$ cat src/rtl/i2c_pkg.sv
// Shared I2C definitions: address width and the address-phase state encoding.
// STOP_LOW/STOP_HIGH exist only when ADDR_TX_AUTO_STOP_EN is defined.
package i2c_pkg;

    localparam int I2C_ADDR_WIDTH = 7;

    typedef enum logic [3:0] {
        IDLE,
        START,
        BIT_LOW,
        BIT_HIGH,
        ACK_LOW,
        ACK_HIGH,
        DONE
`ifdef ADDR_TX_AUTO_STOP_EN
        ,
        STOP_LOW,
        STOP_HIGH
`endif
    } state_t;

endpackage

$ cat src/rtl/address_transmitter_counter.sv
// Small up-counter with synchronous clear; saturates at all-ones instead of wrapping.
module address_transmitter_counter #(
    parameter int WIDTH = 3
) (
    input  logic             clk,
    input  logic             srst,
    input  logic             inc,
    output logic [WIDTH-1:0] count
);

    logic [WIDTH-1:0] count_reg;

    always_ff @(posedge clk) begin
        if (srst) begin
            count_reg <= '0;
        end else if (inc && (count_reg != {WIDTH{1'b1}})) begin
            count_reg <= count_reg + 1'b1;
        end
    end

    assign count = count_reg;

endmodule

$ cat src/rtl/address_transmitter.sv
// I2C master address phase: START, 7-bit address + R/W, ACK sample.
// Optional ADDR_TX_AUTO_STOP_EN issues a STOP automatically after a NACK.
module address_transmitter
    import i2c_pkg::*;
#(
    parameter int HALF_CNT = 250
) (
    input  logic                      FPGA_clk,
    input  logic                      rst,
    input  logic                      enable,
    input  logic [I2C_ADDR_WIDTH-1:0] I2C_addr,
    input  logic                      rw,
    input  logic                      SDA_in,
    output logic                      SCL_out,
    output logic                      SDA_drive_low,
    output logic                      busy,
    output logic                      done,
    output logic                      ack
);

    localparam int PH_W = (HALF_CNT > 1) ? $clog2(HALF_CNT) : 1;
    localparam logic [PH_W-1:0] PH_LAST = PH_W'(HALF_CNT - 1);
    localparam logic [PH_W-1:0] PH_MID  = PH_W'(HALF_CNT / 2);
`ifdef ADDR_TX_AUTO_STOP_EN
    localparam logic [PH_W-1:0] PH_PRE  = PH_W'(HALF_CNT - 2);
`endif

    state_t          state_reg, state_next;
    logic [PH_W-1:0] phase_reg;
    logic [7:0]      shift_reg;
    logic            sda_low_reg;
    logic            ack_reg;
    logic [2:0]      bit_cnt;
    logic            bit_clr, bit_inc, shift_en, load;
    logic            phase_end, timed;

    assign phase_end = (phase_reg == PH_LAST);
    assign timed     = (state_reg != IDLE) && (state_reg != DONE);
    assign bit_clr   = (state_reg == IDLE);

    address_transmitter_counter #(
        .WIDTH(3)
    ) u_bit_cnt (
        .clk  (FPGA_clk),
        .srst (rst | bit_clr),
        .inc  (bit_inc),
        .count(bit_cnt)
    );

    always_comb begin
        state_next = state_reg;
        load       = 1'b0;
        bit_inc    = 1'b0;
        shift_en   = 1'b0;
        case (state_reg)
            IDLE: begin
                if (enable) begin
                    load       = 1'b1;
                    state_next = START;
                end
            end
            START:    if (phase_end) state_next = BIT_LOW;
            BIT_LOW:  if (phase_end) state_next = BIT_HIGH;
            BIT_HIGH: begin
                if (phase_end) begin
                    if (bit_cnt == 3'd7) begin
                        state_next = ACK_LOW;
                    end else begin
                        bit_inc    = 1'b1;
                        shift_en   = 1'b1;
                        state_next = BIT_LOW;
                    end
                end
            end
            ACK_LOW:  if (phase_end) state_next = ACK_HIGH;
            ACK_HIGH: begin
                if (phase_end) begin
`ifdef ADDR_TX_AUTO_STOP_EN
                    state_next = ack_reg ? DONE : STOP_LOW;
`else
                    state_next = DONE;
`endif
                end
            end
`ifdef ADDR_TX_AUTO_STOP_EN
            STOP_LOW:  if (phase_end) state_next = STOP_HIGH;
            STOP_HIGH: if (phase_end) state_next = DONE;
`endif
            DONE:     state_next = IDLE;
            default:  state_next = IDLE;
        endcase
    end

    always_ff @(posedge FPGA_clk) begin
        if (rst) begin
            state_reg <= IDLE;
            phase_reg <= '0;
        end else begin
            state_reg <= state_next;
            phase_reg <= (timed && !phase_end) ? phase_reg + 1'b1 : '0;
        end
    end

    // SDA only moves mid-way through an SCL-low half, except the START/STOP edges.
    always_ff @(posedge FPGA_clk) begin
        if (rst) begin
            shift_reg   <= '0;
            sda_low_reg <= 1'b0;
            ack_reg     <= 1'b0;
        end else begin
            if (load) begin
                shift_reg   <= {I2C_addr, rw};
                ack_reg     <= 1'b0;
                sda_low_reg <= 1'b1;
            end else if (shift_en) begin
                shift_reg <= {shift_reg[6:0], 1'b0};
            end
            if (state_reg == BIT_LOW && phase_reg == PH_MID) begin
                sda_low_reg <= ~shift_reg[7];
            end
            if (state_reg == ACK_LOW && phase_reg == PH_MID) begin
                sda_low_reg <= 1'b0;
            end
            if (state_reg == ACK_HIGH && phase_reg == PH_MID) begin
                ack_reg <= ~SDA_in;
            end
`ifdef ADDR_TX_AUTO_STOP_EN
            if (state_reg == ACK_HIGH && phase_end && !ack_reg) begin
                sda_low_reg <= 1'b1;
            end
            if (state_reg == STOP_HIGH && phase_reg == PH_PRE) begin
                sda_low_reg <= 1'b0;
            end
`endif
        end
    end

    always_comb begin
        SCL_out = 1'b1;
        case (state_reg)
            BIT_LOW, ACK_LOW: SCL_out = 1'b0;
`ifdef ADDR_TX_AUTO_STOP_EN
            STOP_LOW:         SCL_out = 1'b0;
            // After a NACK the STOP leaves SCL high through DONE.
            DONE:             SCL_out = ~ack_reg;
`else
            DONE:             SCL_out = 1'b0;
`endif
            default:          SCL_out = 1'b1;
        endcase
    end

    assign SDA_drive_low = sda_low_reg;
    assign busy          = (state_reg != IDLE);
    assign done          = (state_reg == DONE);
    assign ack           = ack_reg;

endmodule

$ cat config.mk
export PLATFORM = sky130hd
export DESIGN_NAME = address_transmitter
export DESIGN_NICKNAME = d
export VERILOG_FILES = /design/src/rtl/i2c_pkg.sv /design/src/rtl/address_transmitter_counter.sv /design/src/rtl/address_transmitter.sv
export SDC_FILE = /design/constraint.sdc
export NUM_CORES = 1
export LEC_CHECK = 0
export ABC_AREA = 1
export CAP_MARGIN = 20
export CORE_UTILIZATION = 25
export CTS_CLUSTER_DIAMETER = 200
export CTS_CLUSTER_SIZE = 24
export DETAILED_ROUTE_END_ITERATION = 6
export SLEW_MARGIN = 0
export SYNTH_ARGS = -nofsm -noshare
export SYNTH_HDL_FRONTEND = slang
export SYNTH_SLANG_ARGS = --single-unit
$ cat constraint.sdc
create_clock -name FPGA_clk -period 2.13 [get_ports FPGA_clk]
set_clock_uncertainty 0.1 [all_clocks]
set_input_delay 0.213 -clock FPGA_clk [delete_from_list [all_inputs] [get_ports FPGA_clk]]
set_output_delay 0.213 -clock FPGA_clk [all_outputs]
set_load 0.01 [all_outputs]
* After elaboration in Yosys (flattened, before gate mapping)
Cells that the tools add are included.
Word-level totals: output and inout port bits 5, register bits 25, bits of input ports 12, logic and storage cells 65
Cells by class: reduce and logical (&&, ||, !) cells 16, muxes and demuxes 20, bitwise logic cells 4, eq/ne operators 17, $add $sub $neg 2
Operators with widths (number):
- $mux 4 | 6
- $pmux 4 s6 | 1
- $mux 8 | 2
- $eq 4x3->1 const B | 3
- $ne 2x2->1 const B | 6
- $mux 1 | 10
- $add 8x1->8 const B | 1
- $eq 4x2->1 const B | 2
- $eq 8x7->1 const B | 1
- $eq 8x8->1 const B | 1
- $logic_and 1x1->1 | 6
- $reduce_and 6->1 | 1
- $reduce_bool 2->1 | 3
- $eq 4x1->1 const B | 1
- $logic_not 4->1 | 1
- $ne 4x3->1 const B | 1
- $reduce_bool 4->1 | 1
- $reduce_or 2->1 | 2
- $add 3x1->3 const B | 1
- $eq 3x3->1 const B | 1
- $mux 3 | 1
- $ne 3x3->1 const B | 1
- $not 1->1 | 3
- $reduce_or 3->1 | 1
- 2 further kinds | 2

* Depth between registers and ports, before layout
depth in word-level cells 6, mapped depth 11

* Modules after synthesis
From an unflattened synthesis, not the netlist that was laid out.
Unflattened totals: cell total of the unflattened synthesis 191, area total of the unflattened synthesis 1312.5 µm²
By module, submodules not included:
- address_transmitter | sequential area each 420.4 µm², area each 1153.6 µm², cells each 168, instances 1
- address_transmitter_counter | sequential area each 60.1 µm², area each 158.9 µm², cells each 23, instances 1

* Worst setup path after synthesis
No wires, ideal clock.
path type register to register, start point reg u_bit_cnt.count_reg[0] (netlist: u_bit_cnt.count[0]), end point reg u_bit_cnt.count_reg[1] (netlist: u_bit_cnt.count[1]), required time 1.914 ns, setup time 0.116 ns, clock period less this slack 1.421 ns, cell stages (with the launch flop) 8, arrival time 1.206 ns, buffers on the path 1, setup slack 0.709 ns, cell sequence dfxtp_1 -> ha_1 -> ha_1 -> nor2_1 -> nand2_2 -> buf_6 -> o21ai_0 -> nor2_1
Between the ends: longest elaborated chain between the ends 5
Ends and longest elaborated chain:
- start, declared | RTL line address_transmitter_counter.sv:11 | logic [WIDTH-1:0] count_reg;
- start signal, assigned | RTL line address_transmitter_counter.sv:17 | count_reg <= count_reg + 1'b1;
- $eq 3x3->1 | RTL line address_transmitter.sv:66 | if (bit_cnt == 3'd7) begin
- $mux 1 | RTL line address_transmitter.sv:66
- $mux 1 | RTL line address_transmitter.sv:65 | if (phase_end) begin
- $mux 1 | RTL line address_transmitter.sv:55 | case (state_reg)
- $logic_and 1x1->1 | RTL line address_transmitter_counter.sv:16 | end else if (inc && (count_reg != {WIDTH{1'b1}})) begin
Parallel ways exist; a longest one is shown, timed or not. A chain may end at the register's enable or synchronous reset.

* Worst setup path in the final report
start point reg state_reg[1], end point out done
Between the ends: longest elaborated chain between the ends 1
Ends and longest elaborated chain:
- start, declared | RTL line address_transmitter.sv:28 | state_t state_reg, state_next;
- start signal, assigned | RTL line address_transmitter.sv:99 | state_reg <= state_next;
- $eq 4x3->1 | RTL line address_transmitter.sv:155 | assign done = (state_reg == DONE);
- end, declared | RTL line address_transmitter.sv:17 | output logic done,
No other way between the ends.

==> impl_metrics.ini <==
[critical_path]
r2r_setup_slack_ns = 0.52
timing.rr.end = shift_reg[3]
crit_path_start = state_reg[1]
crit_required_ns = 1.82
critical_path.max_stage_delay_ns = 0.56
end_kind = primary output
worstPathMaxFanout = 8
start_kind = register
worst-path-buf-inv = 1
path_delay_family = buffers and inverters
crit_chain = nand2_1 -> nor2_1 -> clkdlybuf4s50_1
reg2reg_from = state_reg[0]
cp.arrival_ns = 1.68
criticalPathCategory = register to primary output
worstSetupPathDepth = 3
crit_end = done
slowest_stage = clkdlybuf4s50_1
r2r_cells = 6

[timing]
fin_crit_sh_pct = 93.6
relSlewSlack_pct = 73.6
fmax_mhz = 502
post-route-min-period_ns = 1.99
final_max_slew_viol_count = 0
finalWorstSetupSlack_ns = 0.137
final-setup-viol-count = 0
worst_pin_slew_ns = 0.396
final.setup.tns_ns = 0
hold_viol_final = 0
rsz0062_at_grt = false

[global_route]
grt_use_total_pct = 10.5
antenna_found_initial = 0
grt_pass1_wl_um = 4440
grt_max_degree = 21
grt_pass1_vias = 1024
grt-ovfl-total = 0

[synth]
syn_nets = 199
syn_area_um2 = 1310
synth.avg_cell_area_um2 = 7.14
synthCells = 183
yosys_register_bits = 24
yosys_warnings = 0
synth.distinct_cells = 29
ys_seq_area_share_pct = 36.8

[detailed_routing]
drt-initial-drc-count = 38
antenna_left = 0
finalWirelength_um = 2510
wl_per_cell_um = 9.46
drc = 0
vias_per_cell = 4.06
num_vias = 1076
dr.pass1.iters = 4

[clock_tree]
h-tree-depth = 1
postCtsSetupBuffers = 0
cts_resized = 0
ctsHoldBuffers = 0
insertion_delay_ns = 0.27
clockRootBuffer = clkbuf_8
cts_tree = yes
clock-sinks = 24
clk_pin_slew_ns = 0.08
cts_buffer_depth = 2
cts_buffers = 3

[cells_and_area]
final_nets = 216
final_layout_size_suffix_gt1_share_pct = 9.60
fin_cells = 265
antenna_cells = 0
final_area_um2 = 1550
syn_to_final_growth_pct = 18.7
layout_commonest_cell = nand2_1
final_cell_mix = 54 x nand2_1, 27 x nor2_1, 24 x dfxtp_1
utilization_pct = 31.8

[floorplanning]
io_pins = 17
fp.dieH_um = 74.3
start_util_pct = 26.8
placementRows = 25
die_w_um = 74.3
dieArea_um2 = 5520
fp.coreArea_um2 = 4880

[pwr]
p_leak_nw = 0.620
power.density_nw_per_um2 = 615
vdd_ir_drop_max_mv = 0.234

[place]
numPortBuffers = 16
dp_hpwl_um = 1890
place_ws_ns = 0.439
routabilityCongestion = 0.755
place_area_um2 = 1510
dpl.cell_count = 262

[hold_path]
hold_class = register to register

[run_status]
status = complete, no violations

[job]
drv_cap = 0
worst reg2reg max path, delay by kind of cell, from the launching register on:
kind | cells | cell delay (ns)
AND/OR/NAND/NOR | 5 | 0.75
AO/OA/AOI/OAI | 1 | 0.13
flip-flops | 1 | 0.57
stage by stage:
step           hold WS [ns]  total power (W)
6_report              0.376         0.000953
3_3_place_gp          0.352         0.000694
4_1_cts               0.384         0.000967
2_1_floorplan         0.256         0.000644
3_5_place_dp          0.364         0.000694
5_1_grt               0.408          0.00101
report_power, final:
part,switching [W],internal [W]
logic,0.000105,0.0000847
registers,0.0000222,0.000469
clock network,0.000146,0.000127
total,0.000273,0.000680
per-layer routing:
| metal | vias to the layer above | track usage [%] | wire length [um] |
|---|---|---|---|
| met4 | 0 | 5.66 | 43 |
| met3 | 4 | 1.22 | 30 |
| met1 | 458 | 13.8 | 1280 |
| met2 | 10 | 16.9 | 1150 |
| li1 | 604 | - | - |
| met5 | - | 0 | 0 |
Yosys cell counts, drive strengths merged:
| library cell | instances | share of area [%] |
|---|---|---|
| clkbuf | 1 | 0.29 |
| a21boi | 1 | 0.57 |
| nand3 | 17 | 7.5 |
| o22ai | 1 | 0.48 |
| inv | 19 | 6.0 |
| nor3 | 1 | 0.38 |
| nand2 | 59 | 19 |
| ha | 4 | 3.8 |
| nor3b | 1 | 0.96 |
| nor2 | 29 | 10 |
| dfxtp | 24 | 37 |
| nand4 | 1 | 0.48 |
| a21oi | 10 | 4.4 |
| o21ai | 4 | 1.5 |
| nand3b | 1 | 0.57 |
| buf | 5 | 4.0 |
| xor2 | 3 | 2.0 |
| xnor2 | 2 | 1.3 |
how the worst min path moves through the flow:
stage	start	endpoint	slack [ns]	cells after the start
2_1_floorplan	rst	SDA_drive_low	0.26	3
3_3_place_gp	phase_reg[0]	phase_reg[0]	0.35	1
3_5_place_dp	phase_reg[0]	phase_reg[0]	0.36	1
4_1_cts	phase_reg[0]	phase_reg[0]	0.38	1
5_1_grt	phase_reg[0]	phase_reg[0]	0.41	1
6_report	phase_reg[0]	phase_reg[0]	0.38	1
final cells by class:
cell class / count / area [um2]
tap: 67 / 83.8
timing repair buffer: 18 / 175
inverter: 19 / 78.8
sequential: 24 / 480
multi-input combinational: 134 / 691
clock buffer: 3 / 41.3
fill: 552 / 3330
cells by family (layout without fill, tap and decap cells):
| family | Yosys count | count (layout) | share of synthesized area, % |
|---|---|---|---|
| fa+ha+maj | 4 | 4 | 3.83 |
| xor+xnor | 5 | 5 | 3.35 |
| compound gates | 16 | 16 | 6.99 |
| flops | 24 | 24 | 36.8 |
| buf+inv | 25 | 40 | 10.3 |
| simple gates | 109 | 109 | 38.7 |
Note: power is estimated with default switching activity, not from simulation.
